[config.mk]
export PLATFORM = sky130hd
export DESIGN_NAME = sound_i2s_out
export DESIGN_NICKNAME = d
export VERILOG_FILES = /design/src/rtl/sound_i2s_out.sv
export SDC_FILE = /design/constraint.sdc
export NUM_CORES = 1
export LEC_CHECK = 0
export ABC_AREA = 1
export CORE_MARGIN = 1.5
export CORE_UTILIZATION = 45
export CTS_BUF_LIST = sky130_fd_sc_hd__clkbuf_8
export CTS_CLUSTER_DIAMETER = 120
export DETAILED_ROUTE_END_ITERATION = 8
export DONT_BUFFER_PORTS = 1
export GPL_ROUTABILITY_DRIVEN = 0
export PLACE_DENSITY = 0.74
export SLEW_MARGIN = 20
export SYNTH_ARGS = -nofsm -noshare
export SYNTH_HDL_FRONTEND = slang
export SYNTH_SLANG_ARGS = --single-unit
[constraint.sdc]
create_clock -name CLK_AUDIO -period 1.7 [get_ports CLK_AUDIO]
set_input_delay 0.17 -clock CLK_AUDIO [delete_from_list [all_inputs] [get_ports CLK_AUDIO]]
set_output_delay 0.17 -clock CLK_AUDIO [all_outputs]
set_load 0.01 [all_outputs]
[src/rtl/sound_i2s_out.sv]
// Audio output stage: 96 kHz mono samples decimated 2:1 by pair averaging,
// then sent as 16-in-32 I2S with MCLK/SCLK/LRCK taken straight from a phase counter.
module sound_i2s_out (
    input  logic        CLK_AUDIO,
    input  logic        RESET_N,
    input  logic [15:0] SAMPLE_IN,
    input  logic        SAMPLE_EN,
    input  logic        MUTE,
    output logic        I2S_MCLK,
    output logic        I2S_SCLK,
    output logic        I2S_LRCK,
    output logic        I2S_SDATA,
    output logic        UNDERRUN
);

    logic [8:0]        cnt;
    logic              phase;
    logic              valid;
    logic [15:0]       a;
    logic [15:0]       hold;
    logic [15:0]       frame;
    logic              sdata;
    logic              underrun;

    logic signed [16:0] sum;
    logic [15:0]       dec;
    logic              pair_done;
    logic              frame_tick;
    logic              bit_tick;
    logic [4:0]        nxt_pos;
    logic [3:0]        bit_idx;
    logic              nxt_bit;

    always_comb begin
        sum        = $signed({a[15], a}) + $signed({SAMPLE_IN[15], SAMPLE_IN});
        dec        = 16'(sum >>> 1);
        pair_done  = SAMPLE_EN & phase;
        frame_tick = (cnt == 9'd511);
        bit_tick   = (cnt[2:0] == 3'd7);
        // Only evaluated when cnt[2:0]==7, so the carry lands in bit 3.
        nxt_pos    = cnt[7:3] + 5'd1;
        bit_idx    = 4'(5'd16 - nxt_pos);
        nxt_bit    = 1'b0;
        if (nxt_pos != 5'd0 && nxt_pos <= 5'd16)
            nxt_bit = frame[bit_idx];
    end

    always_ff @(posedge CLK_AUDIO) begin
        if (!RESET_N) begin
            cnt      <= '0;
            phase    <= 1'b0;
            valid    <= 1'b0;
            a        <= '0;
            hold     <= '0;
            frame    <= '0;
            sdata    <= 1'b0;
            underrun <= 1'b0;
        end else begin
            cnt      <= cnt + 9'd1;
            underrun <= 1'b0;

            if (SAMPLE_EN) begin
                phase <= ~phase;
                if (!phase)
                    a <= SAMPLE_IN;
                else
                    hold <= dec;
            end

            // Frame load: mute beats a same-cycle pair, which beats a held sample.
            if (frame_tick) begin
                if (MUTE) begin
                    frame <= '0;
                    valid <= 1'b0;
                end else if (pair_done) begin
                    frame <= dec;
                    valid <= 1'b0;
                end else if (valid) begin
                    frame <= hold;
                    valid <= 1'b0;
                end else begin
                    underrun <= 1'b1;
                end
            end else if (pair_done) begin
                valid <= 1'b1;
            end

            if (bit_tick)
                sdata <= nxt_bit;
        end
    end

    assign I2S_MCLK  = cnt[0];
    assign I2S_SCLK  = cnt[2];
    assign I2S_LRCK  = cnt[8];
    assign I2S_SDATA = sdata;
    assign UNDERRUN  = underrun;

endmodule

==> impl_metrics.tcl, run 1 <==
set metrics [dict create \
    track_usage 0.1970 \
    p_leak_nw 2.133 \
    diodes 0 \
    synth_flop_cell "dfxtp_1" \
    grt_pass1_vias 3143 \
    fp-row-count 32 \
    crit_top_cell "nand2_2" \
    place_inst 630 \
    clock_latency_ns 0.35 \
    worst_slew_pin_slew_ns 0.8459 \
    area_growth_pct 28.92 \
    initial_core_util 0.4648 \
    crit_cells 13 \
    cts_max_path_buffers 2 \
    slew_headroom 0.4342 \
    setup_viol 6 \
    yosysMostFrequentCell "nand2_1" \
    post_dp_cell_area_mm2 0.003720 \
    hold_viol_final 0 \
    yosysTopAreaCell "dfxtp_1" \
    async_flop_share 0 \
    hp-class "input port to flop" \
    total_power_mw 3.692 \
    routedWlPerCell_um 13.19 \
    layout_setup_ws_ns -0.02611 \
    syn_area_mm2 0.003573 \
    syn_nets 569 \
    fin_crit_ns 1.726 \
    finalMaxSlewViolations 0 \
    clkTransAtPathRegs_ns 0.07 \
    final.period_utilization 1.015 \
    outcome "finished with violations" \
    drt_iter0_drc 159 \
    drc 0 \
    clock_sinks 61 \
    worst-endpoint-arrival_ns 1.99 \
    synthCells 529 \
    reg2reg_setup_slack_ns -0.03 \
    hpwl_um 5552 \
    dieArea_mm2 0.008484 \
    grt_pass1_wl_um 13290 \
    synthTopCellsByArea "dfxtp_1, nand2_1, nor2_1" \
    die_h_um 92.11 \
    synth_top_area_share 0.3417 \
    ys_warn_count 0 \
    syn_avg_cell_area_um2 6.755 \
    powerDensity_mw_per_mm2 801.4 \
    r2r_start "a[1]$_SDFFE_PN0P_" \
    antenna_found_initial 0 \
    synth.distinct_cells 37 \
    stdcell_count 673 \
    fmax_mhz 579.3 \
    violations "negative setup slack" \
    critPathMaxFanout 3 \
    die_w_um 92.11 \
    ys_ff_latch 61 \
    path_buf_inv 2 \
    htreeDepth 3 \
    cpLargestDelayFamily "simple AND/OR/NAND/NOR gates" \
    antenna_left 0 \
    port_buffers 0 \
    yosysSeqAreaShare 0.3417 \
    grt_max_degree 38 \
    final_cell_area_mm2 0.004607 \
    core_area_mm2 0.007687 \
    drv_cap 0 \
    worstPathCellList "buf_4 > ha_4 > nand2_2 > inv_1 > nand2_2 > nand2_4 > nand2_4 > nand2_4 > nand2_2 > nand2_2 > o21ai_2 > nand2_1 > a21oi_1" \
    drive_gt1_frac 0.2855 \
    yosys-top-cells-count "nand2_1, nor2_1, inv_1" \
    crit_path_top_delay_cell "dfxtp_2" \
    overflow 0 \
    startpoint "a[1]$_SDFFE_PN0P_" \
    path_class "flop to flop" \
    worst_setup_path_start_kind "flop" \
    cts_tree "yes" \
    vias 3456 \
    synth_edf_count 0 \
    skew_ns 0.008390 \
    reg2reg_to "frame[6]$_SDFFE_PN0P_" \
    crit_path_end "frame[6]$_SDFFE_PN0P_" \
    io-pin-count 25 \
    cp-end-kind "flop" \
    rsz0062_at_grt "yes" \
    critPathRequiredTime_ns 1.97 \
    ir_drop_uv 532.6 \
    viasPerCell 5.135 \
    nets 606 \
    cts_root_buffer "clkbuf_8" \
    hold_ws_ns 0.008898 \
    firstDrtPassIters 5 \
    drt_wl_total_um 8878 \
    cts_buffers 9 \
    reg2regPathDepth 13 \
    slowest_delay_ns 0.33 \
]
-- how the worst min path moves through the flow --
stage / end / start / slack [ns] / depth (start not counted)
floorplan: a[10]$_SDFFE_PN0P_ / SAMPLE_IN[10] / 0.30 / 2
global placement: cnt[2]$_SDFF_PN0_ / RESET_N / 0.27 / 2
detailed placement: cnt[1]$_SDFF_PN0_ / RESET_N / 0.27 / 2
CTS: a[1]$_SDFFE_PN0P_ / SAMPLE_IN[1] / 0.004 / 2
global route: a[1]$_SDFFE_PN0P_ / SAMPLE_IN[1] / 0.02 / 2
finish: a[1]$_SDFFE_PN0P_ / SAMPLE_IN[1] / 0.009 / 2
-- flip-flops by register name, summed over array words and instances, names as in the netlist --
| name | cells |
|---|---|
| a | 16 |
| frame | 16 |
| hold | 16 |
| cnt | 9 |
| I2S_SDATA | 1 |
| UNDERRUN | 1 |
| phase | 1 |
| valid | 1 |
-- layout by cell type, fill, tap and decap left out, drive strengths merged, types with 2 or more instances in the layout --
| master | instances |
|---|---|
| a2bb2oi | 2 |
| xor2 | 3 |
| nand2 | 143 |
| mux2 | 2 |
| buf | 21 |
| xnor2 | 3 |
| dlygate4sd3 | 17 |
| o21ai | 28 |
| nand4 | 3 |
| a21boi | 3 |
| dfxtp | 61 |
| nand3b | 3 |
| inv | 78 |
| clkbuf | 10 |
| a21oi | 30 |
| clkinv | 3 |
| nor2 | 78 |
| and2 | 2 |
| or2 | 16 |
| nand3 | 32 |
| ha | 19 |
| nor3 | 7 |
-- cell families after synthesis --
group	count (synthesis)	share of synthesized area
AOI/OAI and AO/OA	67	0.1064
xor gates and xnor gates	6	0.01471
adders and majority gates	20	0.07213
buffers and inverters	89	0.1057
DFF	61	0.3417
muxes	2	0.006302
and+or+nand+nor	284	0.3529
-- report_power, final --
group          internal (mW)  switching [mW]
combinational          0.344           0.492
sequential              1.50          0.0403
clock                  0.714           0.604
-- cell type report --
type,instances,area [um^2]
Clock inverter,6,61.31
Fill cell,647,3080
Timing Repair inverter,1,8.758
Inverter,76,292.8
Timing Repair Buffer,38,344.1
Clock buffer,10,137.6
Multi-Input combinational cell,379,2405
Tap cell,102,127.6
Sequential cell,61,1230
-- routing by layer --
| layer | up-vias | share of wire | global-route usage |
|---|---|---|---|
| li1 | 1731 | - | - |
| met1 | 1626 | 0.43 | 0.2281 |
| met2 | 79 | 0.51 | 0.3500 |
| met3 | 20 | 0.040 | 0.05721 |
| met4 | 0 | 0.020 | 0.05641 |
| met5 | - | 0 | 0 |
-- per-stage QoR --
stage	TNS [ns]	util	setup WS (ns)
final	-0.09830	0.5993	-0.02611
after global routing	-1.469	0.5993	-0.1340
after CTS	-0.2773	0.5479	-0.03254
after detailed placement	-1.334	0.4839	-0.1406
after global placement	-0.2750	0.4839	-0.04004
after floorplan	0	-	0.003252
-- timing repair --
item | in CTS | in global routing
gates cloned | 1 | 0
pin swaps | 12 | 25
hold buffers | 17 | 0
setup buffers | 7 | 2
hold endpoints to repair | 25 | 0
setup endpoints to repair | 18 | 32
resized for setup | 18 | 85
(Power assumes the default switching activity.)
==> inputs of run 2 (changes only) <==
HOLD_SLACK_MARGIN = 0.05   (was unset)
==> impl_metrics.tcl, run 2 (same netlist as run 1, synthesis figures left out) <==
set metrics [dict create \
    violations "negative setup slack" \
    grt_pass1_wl_um 13370 \
    cts_max_path_buffers 2 \
    final_common_cell "nand2_1" \
    firstDrtPassIters 4 \
    area_growth_pct 29.20 \
    htreeDepth 3 \
    total_power_mw 3.706 \
    fp-row-count 32 \
    core_area_mm2 0.007687 \
    cp-end-kind "flop" \
    slew_headroom 0.4332 \
    fillers 650 \
    clock_sinks 61 \
    place_inst 630 \
    rsz0062_at_grt "yes" \
    initial_core_util 0.4648 \
    cts_root_buffer "clkbuf_8" \
    drv_cap 0 \
    routedWlPerCell_um 13.28 \
    hpwl_um 5552 \
    final_cell_area_mm2 0.004617 \
    powerDensity_mw_per_mm2 802.8 \
    ir_drop_uv 541.9 \
    port_buffers 0 \
    fmax_mhz 582.0 \
    critPathRequiredTime_ns 1.90 \
    finalMaxSlewViolations 0 \
    antenna_left 0 \
    final.period_utilization 1.011 \
    worst_setup_path_start_kind "flop" \
    drc 0 \
    worst_slew_pin_slew_ns 0.8474 \
    crit_path_top_delay_cell "dfxtp_2" \
    hold_viol_final 0 \
    die_w_um 92.11 \
    layout_setup_ws_ns -0.01834 \
    top_regs "a x16, frame x16, hold x16" \
    setup_viol 6 \
    drive_gt1_frac 0.2850 \
    io-pin-count 25 \
    dieArea_mm2 0.008484 \
    mostFrequentLayoutCells "nand2_1, nor2_1, inv_1, dfxtp_1, nand2_2" \
    post_dp_cell_area_mm2 0.003720 \
    outcome "finished with violations" \
    path_class "flop to flop" \
    clkTransAtPathRegs_ns 0.08 \
    p_leak_nw 2.137 \
    cts_tree "yes" \
    antenna_found_initial 0 \
    nets 607 \
    die_h_um 92.11 \
    cts_buffers 9 \
    grt_pass1_vias 3155 \
    worstPathCellList "ha_4 > nand2_1 > nand2_1 > nand2_1 > nand2_1 > a21oi_2 > nand2_2 > nand2_2 > nand3_4 > nand3_4 > a21oi_2" \
    vias 3462 \
    post-place-ws_ns -0.1406 \
    drt_wl_total_um 8950 \
    viasPerCell 5.136 \
    diodes 0 \
    overflow 0 \
    crit_top_cell "nand2_1" \
    drt_iter0_drc 136 \
    track_usage 0.1982 \
    path_buf_inv 0 \
    fin_crit_ns 1.718 \
    cpLargestDelayFamily "simple AND/OR/NAND/NOR gates" \
    postLayoutCoreUtil 0.6006 \
    stdcell_count 674 \
    grt_max_degree 38 \
    critPathMaxFanout 4 \
    worst-endpoint-arrival_ns 1.92 \
    slowest_delay_ns 0.34 \
    skew_ns 0.008469 \
    clock_latency_ns 0.35 \
    hp-class "input port to flop" \
]
[run 2: cell count changes in the layout (fill, tap and decap cells not counted), sizes merged]
cell | before | now
dlygate4sd3 | 17 | 18
[run 2: timing repair]
item	in CTS	in global routing
setup endpoints to repair	18	32
endpoints found under the hold margin	25	0
gates cloned	1	0
pin swaps	12	25
buffers inserted	7	2
gates resized for setup	18	85
hold buffers	18	0
[run 2: stage by stage]
stage / setup TNS, ns / hold slack [ns]
after global routing: -1.396 / 0.1002
after global placement: -0.2750 / 0.2678
after detailed placement: -1.334 / 0.2716
after CTS: -0.2773 / 0.07315
after floorplan: 0 / 0.3049
final: -0.05709 / 0.08917
[run 2: layout make-up]
| type | instances | area (um^2) | area share |
|---|---|---|---|
| multi-input cells | 379 | 2405 | 0.5209 |
| flip-flops and latches | 61 | 1230 | 0.2664 |
| repair buffers | 39 | 354.1 | 0.07669 |
| inverters | 76 | 292.8 | 0.06341 |
| clock buffers | 10 | 137.6 | 0.02981 |
| well taps | 102 | 127.6 | 0.02764 |
| clock inverters | 6 | 61.31 | 0.01328 |
| repair inverters | 1 | 8.758 | 0.001897 |
[run 2: path summary, 6_finish.rpt]
| kind | startpoint | slack [ns] | cells past startpoint | end |
|---|---|---|---|---|
| worst max-delay path | a[6]$_SDFFE_PN0P_ | -0.02 | 11 | frame[12]$_SDFFE_PN0P_ |
| worst min-delay path | MUTE | 0.09 | 3 | UNDERRUN$_SDFF_PP0_ |
| worst max register to register | a[6]$_SDFFE_PN0P_ | -0.02 | 11 | frame[12]$_SDFFE_PN0P_ |
| worst min register to register | frame[6]$_SDFFE_PN0P_ | 0.46 | 2 | frame[6]$_SDFFE_PN0P_ |
[run 2: power breakdown]
| part | switching [mW] | total, mW | internal, mW |
|---|---|---|---|
| clock | 0.614 | 1.33 | 0.714 |
| sequential | 0.0405 | 1.54 | 1.50 |
| combinational | 0.495 | 0.841 | 0.346 |
[run 2: per-layer routing]
| layer | track usage | wire (um) |
|---|---|---|
| met4 | 0.05641 | 232 |
| met5 | 0 | 0 |
| met1 | 0.2291 | 3785 |
| met3 | 0.05721 | 408 |
| met2 | 0.3531 | 4524 |
[run 2: tightest hold or removal path: cells and delay by family]
kind / cells / cell delay (ns)
buffers and inverters: 1 / 0.06
AND/OR/NAND/NOR: 2 / 0.17
==> inputs of run 3 (changes only) <==
CTS_CLUSTER_SIZE = 12   (was unset)
==> results of run 3 <==
The final DEF is identical to that of run 2; final timing and power are the same.
